===== src/rtl/lcv_mul_wide_seq.sv =====
// rtl/lcv_mul_wide_seq.sv - sequential full-width multiplier built on one half-width signed multiply stage
module lcv_mul_wide_seq #(
    parameter int WIDTH = 32
) (
    input  logic                 clk,
    input  logic                 rst,
    input  logic                 inp_valid,
    output logic                 inp_ready,
    input  logic [WIDTH-1:0]     inp_a,
    input  logic [WIDTH-1:0]     inp_b,
    input  logic                 inp_signed,
    output logic                 outp_valid,
    input  logic                 outp_ready,
    output logic [2*WIDTH-1:0]   outp_data,
    output logic                 outp_busy
);
    localparam int HALF = WIDTH / 2;
    localparam int PW   = 2 * HALF + 2;

    typedef enum logic [1:0] {IDLE, MUL, DRAIN, DONE} state_t;

    state_t                    state;
    logic [WIDTH-1:0]          a_r;
    logic [WIDTH-1:0]          b_r;
    logic                      sgn_r;
    logic [1:0]                idx;
    logic signed [PW-1:0]      prod_r;
    logic [1:0]                shift_r;
    logic                      prod_vld;
    logic [2*WIDTH-1:0]        acc;

    logic signed [HALF:0]      a_lo, a_hi, b_lo, b_hi;
    logic signed [HALF:0]      op_x, op_y;
    logic signed [PW-1:0]      mul_p;
    logic [2*WIDTH-1:0]        part_ext;
    logic [2*WIDTH-1:0]        part_sh;

    // Low halves carry no sign; high halves carry the operand sign only in signed mode.
    always_comb begin
        a_lo = {1'b0, a_r[HALF-1:0]};
        b_lo = {1'b0, b_r[HALF-1:0]};
        a_hi = {sgn_r & a_r[WIDTH-1], a_r[WIDTH-1:HALF]};
        b_hi = {sgn_r & b_r[WIDTH-1], b_r[WIDTH-1:HALF]};
        op_x = idx[1] ? a_hi : a_lo;
        op_y = idx[0] ? b_hi : b_lo;
    end

    assign mul_p = $signed({{(HALF+1){op_x[HALF]}}, op_x})
                 * $signed({{(HALF+1){op_y[HALF]}}, op_y});

    // Shift tag 0/1/2 selects a shift of 0, HALF or WIDTH bits.
    always_comb begin
        part_ext = {{(2*WIDTH-PW){prod_r[PW-1]}}, prod_r};
        case (shift_r)
            2'd0:    part_sh = part_ext;
            2'd1:    part_sh = part_ext << HALF;
            default: part_sh = part_ext << WIDTH;
        endcase
    end

    always_ff @(posedge clk or posedge rst) begin
        if (rst) begin
            state    <= IDLE;
            a_r      <= '0;
            b_r      <= '0;
            sgn_r    <= 1'b0;
            idx      <= 2'd0;
            prod_r   <= '0;
            shift_r  <= 2'd0;
            prod_vld <= 1'b0;
            acc      <= '0;
        end else begin
            if (prod_vld)
                acc <= acc + part_sh;
            case (state)
                IDLE: begin
                    if (inp_valid) begin
                        a_r      <= inp_a;
                        b_r      <= inp_b;
                        sgn_r    <= inp_signed;
                        acc      <= '0;
                        idx      <= 2'd0;
                        prod_vld <= 1'b0;
                        state    <= MUL;
                    end
                end
                MUL: begin
                    prod_r   <= mul_p;
                    shift_r  <= {1'b0, idx[1]} + {1'b0, idx[0]};
                    prod_vld <= 1'b1;
                    idx      <= idx + 2'd1;
                    if (idx == 2'd3)
                        state <= DRAIN;
                end
                DRAIN: begin
                    prod_vld <= 1'b0;
                    state    <= DONE;
                end
                DONE: begin
                    if (outp_ready)
                        state <= IDLE;
                end
                default: state <= IDLE;
            endcase
        end
    end

    assign inp_ready  = (state == IDLE);
    assign outp_valid = (state == DONE);
    assign outp_busy  = (state != IDLE);
    assign outp_data  = acc;
endmodule


===== config.mk =====
export PLATFORM = sky130hd
export DESIGN_NAME = lcv_mul_wide_seq
export DESIGN_NICKNAME = d
export VERILOG_FILES = /design/src/rtl/lcv_mul_wide_seq.sv
export SDC_FILE = /design/constraint.sdc
export NUM_CORES = 1
export LEC_CHECK = 0
export BUFFER_PORTS_ARGS = -buffer_cell sky130_fd_sc_hd__buf_2
export CAP_MARGIN = 30
export CORE_ASPECT_RATIO = 1.4
export CORE_MARGIN = 5
export CORE_UTILIZATION = 65
export DETAILED_ROUTE_END_ITERATION = 7
export GPL_ROUTABILITY_DRIVEN = 0
export GPL_TIMING_DRIVEN = 0
export HOLD_SLACK_MARGIN = 0.03
export PLACE_DENSITY = 0.84
export SLEW_MARGIN = 0
export SYNTH_ARGS = -nofsm -noshare
export SYNTH_HDL_FRONTEND = slang
export SYNTH_SLANG_ARGS = --single-unit

===== constraint.sdc =====
create_clock -name clk -period 19.1 [get_ports clk]
set_input_delay 0 -clock clk [delete_from_list [all_inputs] [get_ports clk]]
set_output_delay 0 -clock clk [all_outputs]
set_load 0.02 [all_outputs]

; ---- After elaboration in Yosys (flattened, before gate mapping)
; Index checks and enable logic that the tools add are counted.
[op_classes]
n_bitwise = 2
eq_ne = 8
addsub = 3
muxes = 14
reduce_logical = 9
mul = 1
[op_table]
columns = op, count
row1 = two-way mux 64 bit, 3
row2 = one-hot mux 64 bit (2 select lines), 1
row3 = adder 64 bit, 1
row4 = multiplier 17 x 17 -> 34 bit, 1
row5 = two-way mux 17 bit, 2
row6 = two-way mux 2 bit, 4
row7 = one-hot mux 2 bit (4 select lines), 1
row8 = == test 2 bit (second input constant), 3
row9 = AND reduction 2 bit, 3
row10 = == test 2 x 1 -> 1 bit (second input constant), 2
row11 = zero test 2 bit, 2
row12 = != test 2 bit (second input constant), 2
row13 = one-hot mux 2 bit (2 select lines), 1
row14 = nonzero test 2 bit, 2
row15 = one-hot mux 1 bit (3 select lines), 1
row16 = AND reduction 3 bit, 1
row17 = nonzero test 3 bit, 1
row18 = adder 1 x 1 -> 2 bit, 1
row19 = adder 2 x 1 -> 2 bit (second input constant), 1
row20 = AND 1 bit, 2
row21 = != test 2 x 1 -> 1 bit (second input constant), 1
row22 = two-way mux 1 bit, 1
[totals]
reg_bits = 170
output_inout_bits = 67
word_cells = 46

; ---- Logic depth before layout (Yosys ltp)
[logic_depth]
word_depth = 6
mapped_depth = 29
ltp_nobuf = 26

; ---- Worst setup path after synthesis
; No wires, ideal clock.
[synth_path]
kind = register to register
startpoint = register idx[0]
endpoint = register prod_r[23]
t_arrival_ns = 7.047
setup_slack_ns = 11.928
path_buffers = 3
setup_time_ns = 0.125
stages_incl_launch_ff = 28
cell_sequence = dfrtp_1 > clkbuf_1 > buf_1 > buf_1 > mux2i_1 > nor2_1 > fa_1 > inv_1 > fa_1 > inv_1 > fa_1 > fa_1 > fa_1 > inv_1 > fa_1 > inv_1 > ha_1 > nand3_1 > nor2_1 > and3_1 > a221oi_1 > nand2_1 > a21o_1 > a21o_1 > a21o_1 > a21oi_1 > xnor2_1 > mux2_2
[synth_via]
elab_chain_len = 2
[synth_lines]
columns = element, line_no
row1 = start: declaration, 26  ; logic [1:0] idx;
row2 = start signal: assignment, 91  ; idx <= idx + 2'd1;
row3 = two-way mux 17 bit, 45  ; op_y = idx[0] ? b_hi : b_lo;
row4 = multiplier 17 x 17 -> 34 bit, 49  ; * $signed({{(HALF+1){op_y[HALF]}}, op_y});
row5 = end signal: assignment, 88  ; prod_r <= mul_p;
row6 = end: declaration, 27  ; logic signed [PW-1:0] prod_r;
; No other way between the ends.
; A chain may end at the register's enable or synchronous reset.

; ---- Final worst setup path
[layout_path]
startpoint = register idx[0]
endpoint = register prod_r[33]
; The elaborated chain is that of the path after synthesis.

==> results by group <==
Logic synthesis
  – Top cells by instance count after synthesis: sky130_fd_sc_hd__nand2_1 (439), sky130_fd_sc_hd__inv_1 (330), sky130_fd_sc_hd__fa_1 (297)
  – Post-synthesis xor/xnor area fraction: approximately 3.7%
  – Synth area leaders: sky130_fd_sc_hd__fa_1 (27%), sky130_fd_sc_hd__dfrtp_1 (19%), sky130_fd_sc_hd__ha_1 (8.8%)
  – Area share of the largest cell type after synthesis: 27.0%
  – Post-synthesis mux area share: 7.13%
  – Syn nets: between 3000 and 4000
  – Area share of and/or/nand/nor cells after synthesis: between 10% and 20%
  – Post-synthesis compound-gate area fraction: approximately 10%
  – Dominant cell type by area after synthesis: sky130_fd_sc_hd__fa_1
  – Mean instance size in the synthesized netlist: approximately 8.8 µm²
  – Total number of yosys warnings: 0
  – Sequential fraction of the synthesis area: between 10% and 20%
  – Number of synthesized flops with an enable pin: 0
  – Main flop type after synthesis: sky130_fd_sc_hd__dfrtp_1
  – Cell area after synthesis: approximately 22000 µm²
  – Largest family of logic cells by synthesized area: adder cells
  – Most frequent cell after synthesis: sky130_fd_sc_hd__nand2_1
  – Cell count after synthesis: ~2500
  – Post-synth cell types: 82
  – Share of synthesized registers carrying an async set or reset: 100%
  – Synthesized flop and latch total: 170
  – Adder and majority cell fraction of the synthesized area: between 30% and 40%

GRT
  – GRT Overall Usage: a little under two fifths
  – Initial antenna violation count: 2
  – Pin count of the biggest net entering global routing: 91
  – Vias in the first global route: between 20000 and 25000
  – Global-route wire length before repair: approximately 110000 µm
  – GRT overflow: 0

Timing
  – Total negative slack: 0 ns
  – Setup repair after global routing missed its margin: no
  – Total of endpoints with negative setup slack in the final report: 0
  – Final Hold Vio Count: 0
  – Final max-slew violation count: 0
  – Final critical path time including I/O delays and setup: between 9 and 10 ns
  – Worst Max-Slew Pin Slew: 1.13 ns
  – Worst-case headroom to the max-slew limit: ~23%
  – Clock skew after layout: between 0.01 and 0.015 ns
  – Fmax: ~110 MHz
  – Period utilization: between 40 and 50%

Die
  – Chip Width: around 170 µm
  – Die height: 228 µm
  – Core Region: about 33000 µm²
  – Top-Level Pins: around 140
  – Site row count: between 70 and 80
  – Die ar.: ~38000 µm²
  – Initial cell density of the core: between 60% and 70%

Critical path
  – Largest driver fanout on the critical path: 10
  – Kind of end point of the critical path: flip-flop
  – Critical path arrival: slightly below 10 ns
  – R2r startpoint: idx[0]$_DFFE_PP0P_
  – Startpoint type of the worst setup path: flip-flop
  – Type of the worst setup path: flip-flop to flip-flop
  – Critical Path RT: about 20 ns
  – Launching element of the worst setup path: idx[0]$_DFFE_PP0P_

Layout
  – Post-synthesis to final-layout area growth: 11.8%
  – Share of layout cells above drive strength 1: 10.5%
  – Total number of nets in the final design: between 3000 and 4000

Placed design
  – HPWL reported at the end of detailed placement: just over 50000 µm
  – Port buffer count: between 100 and 150

Detailed routing
  – DRC violation count after routing: 1
  – Final wirelength: 67900 µm
  – Remaining antenna violation count: 0
  – Via count: about 20000
  – Wirelength per Cell: approximately 21 µm
  – Mean number of vias per cell: between 6 and 7
  – Violation count after the first detailed-routing iteration: around 2100
  – Detailed-routing iteration count for the pre-antenna-repair pass: 8

Clock tree
  – Clock tree buffer depth: 2
  – Clk root buf: sky130_fd_sc_hd__clkbuf_16
  – H-tree levels: 4
  – Number of buffers added by the clock tree synthesis step: 17
  – Post-CTS repair timing setup buffer count: 0
  – Cts repair resizes: 0
  – TritonCTS clock tree: done
  – CTS hold repair buffers: 68
  – Clock sink count: 170
  – Clk Latency, worst-skew pair: 0.47 ns
  – Post-CTS clock slew at the launch and capture registers of the worst setup and hold paths: roughly 0.080 ns

Job
  – Reported max-cap violation count: 0

Min path
  – Worst Hold Class: primary input to async pin

Status
  – Outcome: finished with violations
  – Failing checks: design-rule violations
## cell families (layout without fill, tap and decap cells)
logic type	Yosys count	count (layout)
simple gates	843	843
fa+ha+maj	451	451
buf+inv	436	678
compound gates	348	348
flops	170	170
mux	149	149
xor+xnor	92	92
other cells	0	1
## routing by layer
metal  global-route usage (%)  up-vias  part of all wire (%)
met5                        0        -                 0.016
met4                     28.7        2                   9.8
met3                     10.8      473                    11
met2                     59.6     1285                    47
met1                     39.8     9440                    33
li1                         -     8430                     -
## stage by stage
step | cells | setup WS, ns | hold WS (ns) | cell area, µm² | utilization, %
floorplan | 2489 | 11.93 | 0.105 | 22000 | -
detailed placement | 3076 | 10.06 | 0.120 | 23300 | 70.0
CTS | 3176 | 10.02 | 0.181 | 24600 | 73.9
global route | 3177 | 9.60 | 0.223 | 24600 | 73.9
global placement | 3069 | 10.17 | 0.190 | 23200 | 69.8
finish | 3177 | 9.77 | 0.149 | 24600 | 73.9
## worst max-delay path, stage by stage, from the launching register on
cell	delay, ns
sky130_fd_sc_hd__dfrtp_1	0.43
sky130_fd_sc_hd__clkbuf_1	0.36
sky130_fd_sc_hd__buf_1	0.51
sky130_fd_sc_hd__buf_1	0.69
sky130_fd_sc_hd__mux2i_1	0.93
sky130_fd_sc_hd__nor2_1	0.16
sky130_fd_sc_hd__fa_1	0.57
sky130_fd_sc_hd__inv_1	0.05
sky130_fd_sc_hd__fa_1	0.52
sky130_fd_sc_hd__inv_1	0.05
sky130_fd_sc_hd__fa_1	0.49
sky130_fd_sc_hd__fa_1	0.43
sky130_fd_sc_hd__fa_1	0.49
sky130_fd_sc_hd__inv_1	0.05
sky130_fd_sc_hd__fa_1	0.47
sky130_fd_sc_hd__inv_1	0.04
sky130_fd_sc_hd__ha_1	0.33
sky130_fd_sc_hd__nand3_1	0.15
sky130_fd_sc_hd__nor2_1	0.10
sky130_fd_sc_hd__and3_1	0.20
sky130_fd_sc_hd__a221oi_1	0.60
sky130_fd_sc_hd__a21oi_1	0.30
sky130_fd_sc_hd__o2111ai_1	0.35
sky130_fd_sc_hd__a31oi_1	0.18
sky130_fd_sc_hd__nand3_1	0.13
sky130_fd_sc_hd__nand2_1	0.09
sky130_fd_sc_hd__xnor2_1	0.35
sky130_fd_sc_hd__mux2_2	0.23
## final cells by class
class / instances / area [µm²]
repair buffers: 210 / 1430
plain buffers: 105 / 508
flip-flops and latches: 170 / 4250
well taps: 445 / 557
inverters: 331 / 1250
clock inverters: 15 / 186
diodes: 1 / 2.50
fillers: 2278 / 8690
multi-input cells: 1883 / 16000
clock buffers: 17 / 425
## state kept, by name, summed over array words and instances (netlist names)
signal,count
idx,2
a_r,32
b_r,32
outp_data,64
prod_r,34
sgn_r,1
prod_vld,1
shift_r,2
state,2
## path summary, 6_finish.rpt
kind	slack, ns	cells past startpoint	end
worst max-delay path	9.77	27	prod_r[33]$_DFFE_PP0P_
worst min-delay path	0.15	3	outp_data[11]$_DFF_PP0_
worst max register to register	9.77	27	prod_r[33]$_DFFE_PP0P_
worst min register to register	0.48	2	a_r[0]$_DFFE_PP0P_
max in group asynchronous	18.10	4	b_r[31]$_DFFE_PP0P_
min in group clk	0.26	4	b_r[20]$_DFFE_PP0P_
## cell usage in the layout, fill, tap and decap left out, types with 5 or more instances in the layout
cell and instances:
sky130_fd_sc_hd__nand2_1 439, sky130_fd_sc_hd__inv_1 329, sky130_fd_sc_hd__fa_1 297, sky130_fd_sc_hd__nor2_1 256
sky130_fd_sc_hd__dfrtp_1 170, sky130_fd_sc_hd__ha_1 154, sky130_fd_sc_hd__buf_2 141, sky130_fd_sc_hd__a21oi_1 114
sky130_fd_sc_hd__mux2i_1 86, sky130_fd_sc_hd__o21ai_0 80, sky130_fd_sc_hd__clkbuf_1 77, sky130_fd_sc_hd__dlygate4sd3_1 68
sky130_fd_sc_hd__mux2_2 63, sky130_fd_sc_hd__xnor2_1 63, sky130_fd_sc_hd__a21o_1 60, sky130_fd_sc_hd__xor2_1 29
sky130_fd_sc_hd__nand3_1 24, sky130_fd_sc_hd__and2_1 22, sky130_fd_sc_hd__nand4_1 18, sky130_fd_sc_hd__clkbuf_16 17
sky130_fd_sc_hd__nor2b_1 16, sky130_fd_sc_hd__nor3_1 14, sky130_fd_sc_hd__o21a_1 12, sky130_fd_sc_hd__nand2b_1 11
sky130_fd_sc_hd__a31oi_1 11, sky130_fd_sc_hd__and3_1 9, sky130_fd_sc_hd__buf_4 8, sky130_fd_sc_hd__buf_1 7
sky130_fd_sc_hd__or3_1 7, sky130_fd_sc_hd__o21bai_1 7, sky130_fd_sc_hd__a21boi_0 6, sky130_fd_sc_hd__a211oi_1 6
sky130_fd_sc_hd__or2_2 5, sky130_fd_sc_hd__a41oi_1 5, sky130_fd_sc_hd__inv_6 5
Power is left out: the tool's default activity adds up to more than one toggle a clock period on the data nets, which glitch-free logic cannot reach.
